[config.mk]
export PLATFORM = sky130hd
export DESIGN_NAME = soc_wb_timeout_bridge_flat
export DESIGN_NICKNAME = d
export VERILOG_FILES = /design/src/rtl/soc_wb_pkg.sv /design/src/rtl/soc_wb_timeout_bridge_if.sv /design/src/rtl/soc_wb_watchdog_cnt.sv /design/src/rtl/soc_wb_timeout_bridge.sv /design/src/flat_wrapper.sv
export SDC_FILE = /design/constraint.sdc
export NUM_CORES = 1
export LEC_CHECK = 0
export ABC_AREA = 1
export CAP_MARGIN = 15
export CORE_MARGIN = 8
export CORE_UTILIZATION = 56
export CTS_CLUSTER_SIZE = 10
export DETAILED_ROUTE_END_ITERATION = 7
export DONT_BUFFER_PORTS = 1
export HOLD_SLACK_MARGIN = 0.05
export PLACE_DENSITY = 0.74
export SYNTH_ARGS = -nofsm -noshare
export SYNTH_HDL_FRONTEND = slang
export SYNTH_SLANG_ARGS = --single-unit
export TNS_END_PERCENT = 5
[constraint.sdc]
create_clock -name clk_i -period 1.65 [get_ports clk_i]
set_input_delay 0 -clock clk_i [delete_from_list [all_inputs] [get_ports clk_i]]
set_output_delay 0 -clock clk_i [all_outputs]
set_load 0.1 [all_outputs]
[src/rtl/soc_wb_pkg.sv]
// Shared Wishbone definitions: bridge FSM states, cycle-type constants, counter sizing.
package soc_wb_pkg;

  typedef enum logic [1:0] {IDLE, REQ, RESP} wb_bridge_state_t;

  localparam logic [2:0] WB_CTI_CLASSIC = 3'b000;
  localparam logic [2:0] WB_CTI_EOB     = 3'b111;
  localparam logic [1:0] WB_BTE_LINEAR  = 2'b00;

  // Counter width able to hold TIMEOUT, never narrower than one bit.
  function automatic int unsigned cnt_width(input int unsigned timeout);
    int unsigned w;
    w = $clog2(timeout + 1);
    return (w < 1) ? 1 : w;
  endfunction

endpackage

[src/rtl/soc_wb_timeout_bridge_if.sv]
// Single Wishbone link: master modport drives the request, slave modport returns the response.
interface soc_wb_timeout_bridge_if #(
  parameter int unsigned DATA_WIDTH = 32,
  parameter int unsigned ADDR_WIDTH = 32
);
  localparam int unsigned SEL_WIDTH = DATA_WIDTH >> 3;

  logic [ADDR_WIDTH-1:0] adr;
  logic [DATA_WIDTH-1:0] wdat;
  logic [DATA_WIDTH-1:0] rdat;
  logic [SEL_WIDTH-1:0]  sel;
  logic                  we;
  logic                  cyc;
  logic                  stb;
  logic [2:0]            cti;
  logic [1:0]            bte;
  logic                  ack;
  logic                  err;
  logic                  rty;

  modport master (
    output adr, wdat, sel, we, cyc, stb, cti, bte,
    input  rdat, ack, err, rty
  );

  modport slave (
    input  adr, wdat, sel, we, cyc, stb, cti, bte,
    output rdat, ack, err, rty
  );

endinterface

[src/rtl/soc_wb_watchdog_cnt.sv]
// Saturating cycle counter for the bus watchdog; expired flags the last allowed REQ cycle.
module soc_wb_watchdog_cnt
  import soc_wb_pkg::*;
#(
  parameter int unsigned TIMEOUT = 1024
) (
  input  logic clk_i,
  input  logic rst_i,
  input  logic clr,
  input  logic en,
  output logic expired
);

  localparam int unsigned CNT_WIDTH = cnt_width(TIMEOUT);
  localparam logic [CNT_WIDTH-1:0] CNT_SAT  = CNT_WIDTH'(TIMEOUT);
  localparam logic [CNT_WIDTH-1:0] CNT_LAST = CNT_WIDTH'((TIMEOUT == 0) ? 0 : TIMEOUT - 1);

  logic [CNT_WIDTH-1:0] cnt_q, cnt_d;

  always_comb begin
    cnt_d = cnt_q;
    if (clr) begin
      cnt_d = '0;
    end else if (en && (TIMEOUT != 0) && (cnt_q != CNT_SAT)) begin
      cnt_d = cnt_q + 1'b1;
    end
  end

  always_ff @(posedge clk_i) begin
    if (rst_i) begin
      cnt_q <= '0;
    end else begin
      cnt_q <= cnt_d;
    end
  end

  assign expired = (TIMEOUT != 0) && (cnt_q == CNT_LAST);

endmodule

[src/rtl/soc_wb_timeout_bridge.sv]
// Registered single-beat Wishbone bridge that terminates unanswered cycles with an error.
module soc_wb_timeout_bridge
  import soc_wb_pkg::*;
#(
  parameter int unsigned DATA_WIDTH = 32,
  parameter int unsigned ADDR_WIDTH = 32,
  parameter int unsigned TIMEOUT    = 1024
) (
  input  logic                  clk_i,
  input  logic                  rst_i,
  soc_wb_timeout_bridge_if.slave  m,
  soc_wb_timeout_bridge_if.master s,
  output logic                  timeout_o,
  output logic [ADDR_WIDTH-1:0] timeout_adr_o
);

  localparam int unsigned SEL_WIDTH = DATA_WIDTH >> 3;

  wb_bridge_state_t      state_q, state_d;
  logic [ADDR_WIDTH-1:0] s_adr_q, s_adr_d;
  logic [DATA_WIDTH-1:0] s_dat_q, s_dat_d;
  logic [SEL_WIDTH-1:0]  s_sel_q, s_sel_d;
  logic                  s_we_q, s_we_d;
  logic                  s_req_q, s_req_d;
  logic [DATA_WIDTH-1:0] m_dat_q, m_dat_d;
  logic                  m_ack_q, m_ack_d;
  logic                  m_err_q, m_err_d;
  logic                  m_rty_q, m_rty_d;
  logic                  timeout_q, timeout_d;
  logic [ADDR_WIDTH-1:0] timeout_adr_q, timeout_adr_d;
  logic                  cnt_clr, cnt_en, cnt_expired;

  soc_wb_watchdog_cnt #(
    .TIMEOUT (TIMEOUT)
  ) u_watchdog (
    .clk_i   (clk_i),
    .rst_i   (rst_i),
    .clr     (cnt_clr),
    .en      (cnt_en),
    .expired (cnt_expired)
  );

  always_comb begin
    state_d       = state_q;
    s_adr_d       = s_adr_q;
    s_dat_d       = s_dat_q;
    s_sel_d       = s_sel_q;
    s_we_d        = s_we_q;
    s_req_d       = s_req_q;
    m_dat_d       = m_dat_q;
    m_ack_d       = 1'b0;
    m_err_d       = 1'b0;
    m_rty_d       = 1'b0;
    timeout_d     = 1'b0;
    timeout_adr_d = timeout_adr_q;
    cnt_clr       = 1'b0;
    cnt_en        = 1'b0;

    case (state_q)
      IDLE: begin
        if (m.cyc && m.stb) begin
          s_adr_d = m.adr;
          s_dat_d = m.wdat;
          s_sel_d = m.sel;
          s_we_d  = m.we;
          s_req_d = 1'b1;
          cnt_clr = 1'b1;
          state_d = REQ;
        end
      end
      REQ: begin
        // A master abort outranks any slave response arriving in the same cycle.
        if (!m.cyc) begin
          s_req_d = 1'b0;
          state_d = IDLE;
        end else if (s.err) begin
          s_req_d = 1'b0;
          m_err_d = 1'b1;
          state_d = RESP;
        end else if (s.rty) begin
          s_req_d = 1'b0;
          m_rty_d = 1'b1;
          state_d = RESP;
        end else if (s.ack) begin
          s_req_d = 1'b0;
          m_ack_d = 1'b1;
          if (!s_we_q) begin
            m_dat_d = s.rdat;
          end
          state_d = RESP;
        end else if (cnt_expired) begin
          s_req_d       = 1'b0;
          m_err_d       = 1'b1;
          timeout_d     = 1'b1;
          timeout_adr_d = s_adr_q;
          state_d       = RESP;
        end else begin
          cnt_en = 1'b1;
        end
      end
      RESP: begin
        state_d = IDLE;
      end
      default: begin
        state_d = IDLE;
        s_req_d = 1'b0;
      end
    endcase
  end

  always_ff @(posedge clk_i) begin
    if (rst_i) begin
      state_q       <= IDLE;
      s_adr_q       <= '0;
      s_dat_q       <= '0;
      s_sel_q       <= '0;
      s_we_q        <= 1'b0;
      s_req_q       <= 1'b0;
      m_dat_q       <= '0;
      m_ack_q       <= 1'b0;
      m_err_q       <= 1'b0;
      m_rty_q       <= 1'b0;
      timeout_q     <= 1'b0;
      timeout_adr_q <= '0;
    end else begin
      state_q       <= state_d;
      s_adr_q       <= s_adr_d;
      s_dat_q       <= s_dat_d;
      s_sel_q       <= s_sel_d;
      s_we_q        <= s_we_d;
      s_req_q       <= s_req_d;
      m_dat_q       <= m_dat_d;
      m_ack_q       <= m_ack_d;
      m_err_q       <= m_err_d;
      m_rty_q       <= m_rty_d;
      timeout_q     <= timeout_d;
      timeout_adr_q <= timeout_adr_d;
    end
  end

  assign s.adr  = s_adr_q;
  assign s.wdat = s_dat_q;
  assign s.sel  = s_sel_q;
  assign s.we   = s_we_q;
  assign s.cyc  = s_req_q;
  assign s.stb  = s_req_q;
  assign s.cti  = WB_CTI_CLASSIC;
  assign s.bte  = WB_BTE_LINEAR;

  assign m.rdat = m_dat_q;
  assign m.ack  = m_ack_q;
  assign m.err  = m_err_q;
  assign m.rty  = m_rty_q;

  assign timeout_o     = timeout_q;
  assign timeout_adr_o = timeout_adr_q;

  // Incoming burst hints are deliberately dropped; every beat goes out as a classic cycle.
  logic unused_burst;
  assign unused_burst = ^{m.cti, m.bte, (m.cti == WB_CTI_EOB)};

endmodule

[src/flat_wrapper.sv]
// flat-port wrapper written by rule: the top's interface ports become plain ports
module soc_wb_timeout_bridge_flat import soc_wb_pkg::*;
#(
  parameter int unsigned DATA_WIDTH = 32,
  parameter int unsigned ADDR_WIDTH = 32,
  parameter int unsigned TIMEOUT    = 1024
)
  (clk_i, rst_i, timeout_o, timeout_adr_o, m_adr, m_wdat, m_sel, m_we, m_cyc, m_stb, m_cti, m_bte, m_rdat, m_ack, m_err, m_rty, s_adr, s_wdat, s_sel, s_we, s_cyc, s_stb, s_cti, s_bte, s_rdat, s_ack, s_err, s_rty);
  soc_wb_timeout_bridge_if #(.DATA_WIDTH(DATA_WIDTH), .ADDR_WIDTH(ADDR_WIDTH)) m_i ();
  soc_wb_timeout_bridge_if #(.DATA_WIDTH(DATA_WIDTH), .ADDR_WIDTH(ADDR_WIDTH)) s_i ();
  input  logic clk_i;
  input  logic rst_i;
  output logic timeout_o;
  output logic [ADDR_WIDTH-1:0] timeout_adr_o;
  input wire logic [$bits(m_i.adr)-1:0] m_adr;
  input wire logic [$bits(m_i.wdat)-1:0] m_wdat;
  input wire logic [$bits(m_i.sel)-1:0] m_sel;
  input wire logic [$bits(m_i.we)-1:0] m_we;
  input wire logic [$bits(m_i.cyc)-1:0] m_cyc;
  input wire logic [$bits(m_i.stb)-1:0] m_stb;
  input wire logic [$bits(m_i.cti)-1:0] m_cti;
  input wire logic [$bits(m_i.bte)-1:0] m_bte;
  output wire logic [$bits(m_i.rdat)-1:0] m_rdat;
  output wire logic [$bits(m_i.ack)-1:0] m_ack;
  output wire logic [$bits(m_i.err)-1:0] m_err;
  output wire logic [$bits(m_i.rty)-1:0] m_rty;
  output wire logic [$bits(s_i.adr)-1:0] s_adr;
  output wire logic [$bits(s_i.wdat)-1:0] s_wdat;
  output wire logic [$bits(s_i.sel)-1:0] s_sel;
  output wire logic [$bits(s_i.we)-1:0] s_we;
  output wire logic [$bits(s_i.cyc)-1:0] s_cyc;
  output wire logic [$bits(s_i.stb)-1:0] s_stb;
  output wire logic [$bits(s_i.cti)-1:0] s_cti;
  output wire logic [$bits(s_i.bte)-1:0] s_bte;
  input wire logic [$bits(s_i.rdat)-1:0] s_rdat;
  input wire logic [$bits(s_i.ack)-1:0] s_ack;
  input wire logic [$bits(s_i.err)-1:0] s_err;
  input wire logic [$bits(s_i.rty)-1:0] s_rty;
  assign m_i.adr = m_adr;
  assign m_i.wdat = m_wdat;
  assign m_i.sel = m_sel;
  assign m_i.we = m_we;
  assign m_i.cyc = m_cyc;
  assign m_i.stb = m_stb;
  assign m_i.cti = m_cti;
  assign m_i.bte = m_bte;
  assign m_rdat = m_i.rdat;
  assign m_ack = m_i.ack;
  assign m_err = m_i.err;
  assign m_rty = m_i.rty;
  assign s_adr = s_i.adr;
  assign s_wdat = s_i.wdat;
  assign s_sel = s_i.sel;
  assign s_we = s_i.we;
  assign s_cyc = s_i.cyc;
  assign s_stb = s_i.stb;
  assign s_cti = s_i.cti;
  assign s_bte = s_i.bte;
  assign s_i.rdat = s_rdat;
  assign s_i.ack = s_ack;
  assign s_i.err = s_err;
  assign s_i.rty = s_rty;
  soc_wb_timeout_bridge #(.DATA_WIDTH(DATA_WIDTH), .ADDR_WIDTH(ADDR_WIDTH), .TIMEOUT(TIMEOUT)) u_core (.clk_i(clk_i), .rst_i(rst_i), .m(m_i), .s(s_i), .timeout_o(timeout_o), .timeout_adr_o(timeout_adr_o));
endmodule
==> reports/qor.json <==
{
  "drt-pass1-iter-count": 6,
  "area_of_the_multi_input_gates_um2": 2270,
  "wirelength_um": 25700,
  "period_needed_ps": 1640,
  "number_of_global_route_vias_before_repair": 6464,
  "power_density_nw_per_um2": 1120,
  "cts_made_buffers": 17,
  "die_h_um": 117,
  "maximum_number_of_pins_on_one_net_before_global_route_repair": 41,
  "antenna_left": 0,
  "report.final.slew_viol_count": 0,
  "clkSlewWorstSetupHoldPaths_ps": 60,
  "antenna_violations_before_repair": 1,
  "ys_seq_elements": 151,
  "numPortBuffers": 0,
  "global_route.peak_usage_layer": "met2",
  "syn2layout_area_growth_pct": 56.7,
  "synth.top_cells.by_area": "sky130_fd_sc_hd__dfxtp_1, sky130_fd_sc_hd__nand2_1, sky130_fd_sc_hd__nor2_1",
  "status": "finished with violations",
  "vias": 6826,
  "detail_route.iter0.violations": 705,
  "vdd_ir_drop_max_mv": 0.690,
  "finalInstanceArea_um2": 8900,
  "timing_worst_setup_path_type": "reg -> reg",
  "layout.cells.most_common": "sky130_fd_sc_hd__nand2_1",
  "finalClockSkew_ps": 12.9,
  "met1_usage_pct": 28.6,
  "finalHoldWorstSlack_ps": -131,
  "tot_gr_track_use_pct": 30.8,
  "cts-root-buf": "sky130_fd_sc_hd__clkbuf_8",
  "post-synth-top-area-fraction_pct": 53.3,
  "syn-instance-count": 757,
  "pwr-share-clk_pct": 42.9,
  "die_width_um": 117,
  "regToRegEndpoint": "u_core.timeout_adr_o[15]",
  "switching_power_mw": 2.96,
  "num-fill-cells": 387,
  "setup_ws_ps": 7.24,
  "post_route_cells_drive_above_1_share_pct": 21.8,
  "layout.cells.most_common_list": "sky130_fd_sc_hd__nand2_1, sky130_fd_sc_hd__buf_4, sky130_fd_sc_hd__nor2_1, sky130_fd_sc_hd__dfxtp_1, sky130_fd_sc_hd__dlygate4sd3_1",
  "share_of_total_power_in_sequential_cells_pct": 38.6,
  "place_hpwl_um": 12300,
  "critPathArrivalTime_ps": 2040,
  "design_power_mw": 9.99,
  "worstSkewPairLatency_ps": 520,
  "cts.sinks": 151,
  "synth.yosys.seq_area_share_pct": 53.3,
  "max_slew.worst_pin.slew_ps": 649,
  "timing.final.setup_violations": 0,
  "timing.setup.tns_ps": 0,
  "timing.critical_path.to_type": "flip-flop",
  "grt_setup_unrepaired": "yes",
  "setup.worst_path.start_class": "flip-flop",
  "timing.hold.worst_endpoint": "u_core.u_watchdog.cnt_q[1]",
  "place_area_um2": 6880,
  "cell_repeated_most_along_the_worst_path": "sky130_fd_sc_hd__nand2_1",
  "max_clock_freq_ghz": 0.609,
  "setup.reg_to_reg.worst_slack_ps": 7,
  "use_met3_pct": 10.9,
  "gp_congestion": 0.878,
  "share_of_async_settable_or_async_resettable_flops_after_synthesis_pct": 0,
  "synth.largest_area_cell": "sky130_fd_sc_hd__dfxtp_1",
  "comb_power_share_pct": 18.5,
  "synthesis.area_per_instance_um2": 7.50,
  "sw_frac_of_total_pct": 29.7,
  "worst_slew_margin_rel_pct": 56.6,
  "fin_nets": 1135,
  "fp-row-count": 36,
  "critical_path.max_fanout": 16,
  "grt_pass1_wl_um": 32100,
  "route.detailed.vias_per_inst": 5.85,
  "synth_enable_flop_cells": 0,
  "synth_flop_cell": "sky130_fd_sc_hd__dfxtp_1",
  "worstPathRequired_ps": 2050,
  "drc": 0,
  "power_leakage_nw": 3.83,
  "preCtsSetupSlack_ps": 36.8,
  "hold_path.class": "in -> reg",
  "min_period_over_period_pct": 99.6,
  "worst_hold_path_cell_count": 5,
  "syn_area_um2": 5680,
  "crit_chain": "ha_4 -> nand2_2 -> nor2_4 -> nand3_4 -> nor3_4 -> buf_6 -> buf_12 -> nand2_1 -> nand2_1 -> nor2_1",
  "dieArea_um2": 13600,
  "hold_start": "m_cyc",
  "crit_path_slowest_cell": "sky130_fd_sc_hd__dfxtp_2",
  "area.sequential_um2": 3030,
  "tritoncts": "done",
  "routed_wire_length_per_instance_um": 22.1,
  "critical_path.reg2reg.startpoint": "u_core.u_watchdog.cnt_q[0]",
  "timing.reg2reg.worst_path_depth": 10,
  "max_cap_violations": 0,
  "synth_cell_types": 25,
  "grt_remaining_overflow": 0,
  "grt.met2_usage_pct": 55.5,
  "core_area_um2": 9820,
  "floorplan.initialDensity_pct": 57.8,
  "cts_htree_levels": 4,
  "synth_warnings": 0,
  "io-pin-count": 257,
  "ctsLongestPathBuffers": 2,
  "timing.critical_path.slowest_cell_delay_ps": 360,
  "finalHoldViolations": 24,
  "internal_power_mw": 7.02,
  "violated_checks": "hold timing"
}
-- worst max path at each step --
stage                                          start                         end  slack (ps)  depth (start not counted)
final                     u_core.u_watchdog.cnt_q[0]    u_core.timeout_adr_o[15]           7                         10
after global routing      u_core.u_watchdog.cnt_q[1]  u_core.u_watchdog.cnt_q[7]         -80                         11
after CTS                 u_core.u_watchdog.cnt_q[0]     u_core.timeout_adr_o[7]         -10                         10
after detailed placement  u_core.u_watchdog.cnt_q[0]    u_core.timeout_adr_o[19]          40                          9
after global placement    u_core.u_watchdog.cnt_q[0]     u_core.timeout_adr_o[7]          90                          9
after floorplan           u_core.u_watchdog.cnt_q[0]     u_core.timeout_adr_o[0]         -30                          9
-- state kept, by name, indices dropped and copies added (netlist names) --
register                 cells
u_core.m.rty                 1
u_core.timeout_o             1
u_core.s.wdat               32
u_core.timeout_adr_o        32
u_core.m.err                 1
u_core.s.we                  1
u_core.s.sel                 4
u_core.m.ack                 1
u_core.s.cyc                 1
u_core.state_q               2
u_core.s.adr                32
u_core.u_watchdog.cnt_q     11
u_core.m.rdat               32
-- repair_timing --
item,in CTS,in global routing
hold buffers,77,40
endpoints found under the setup margin,3,46
buffers inserted,4,3
gates resized for setup,2,12
endpoints found under the hold margin,151,99
pin swaps,2,5
gates cloned,2,1
-- worst max-delay path: cells and delay by family, from the launching register on --
family	cells	cell delay (ps)
adders and majority gates	1	150
buffers and inverters	2	310
DFF	1	360
and+or+nand+nor	7	710
-- Yosys cell counts (3+ instances only) --
master                     count
sky130_fd_sc_hd__nand2_1     172
sky130_fd_sc_hd__nor2_1      157
sky130_fd_sc_hd__dfxtp_1     151
sky130_fd_sc_hd__a21oi_1      78
sky130_fd_sc_hd__o21ai_0      70
sky130_fd_sc_hd__inv_1        44
sky130_fd_sc_hd__clkbuf_1     27
sky130_fd_sc_hd__nand3_1       8
sky130_fd_sc_hd__buf_1         6
sky130_fd_sc_hd__buf_4         6
sky130_fd_sc_hd__buf_6         6
sky130_fd_sc_hd__inv_2         5
sky130_fd_sc_hd__nand4_1       5
sky130_fd_sc_hd__buf_2         4
sky130_fd_sc_hd__xor2_1        3
-- cell families after synthesis --
| kind of cell | count (synthesis) | synth area share, % |
|---|---|---|
| fa+ha+maj | 2 | 0.441 |
| buf+inv | 99 | 7.83 |
| simple gates | 351 | 24.6 |
| flops | 151 | 53.3 |
| xor+xnor | 5 | 0.772 |
| compound gates | 148 | 13.1 |
| other cells | 1 | 0.0661 |
-- power groups by stage --
stage	Sequential (mW)	Combinational, mW	Clock [mW]
2_1_floorplan	4.80	0.352	0
3_3_place_gp	3.91	1.49	0
3_5_place_dp	3.92	1.51	0
4_1_cts	3.84	1.65	4.25
5_1_grt	3.86	1.89	4.47
6_report	3.86	1.84	4.29
-- stage by stage --
| step | hold WS, ps | cells | util [%] |
|---|---|---|---|
| 4_1_cts | -469 | 1121 | 85.6 |
| 2_1_floorplan | 137 | 761 | - |
| 6_report | -131 | 1166 | 90.6 |
| 3_3_place_gp | 68.5 | 1008 | 70.0 |
| 5_1_grt | -106 | 1165 | 90.6 |
| 3_5_place_dp | 72.5 | 1008 | 70.0 |
-- per-layer routing --
metal	wire (µm)	up-vias
met5	0	-
met4	2000	0
met3	3090	175
met2	12700	638
met1	7980	3113
li1	-	2900
-- cell type report --
| cell class | count | area share [%] |
|---|---|---|
| antenna | 2 | 0.0563 |
| clock buffer | 23 | 5.47 |
| clock inverter | 7 | 1.86 |
| inverter | 50 | 2.11 |
| multi-input combinational | 511 | 25.5 |
| sequential | 151 | 34.0 |
| tap | 133 | 1.87 |
| timing repair buffer | 289 | 29.1 |
Note: power is estimated with default switching activity, not from simulation.
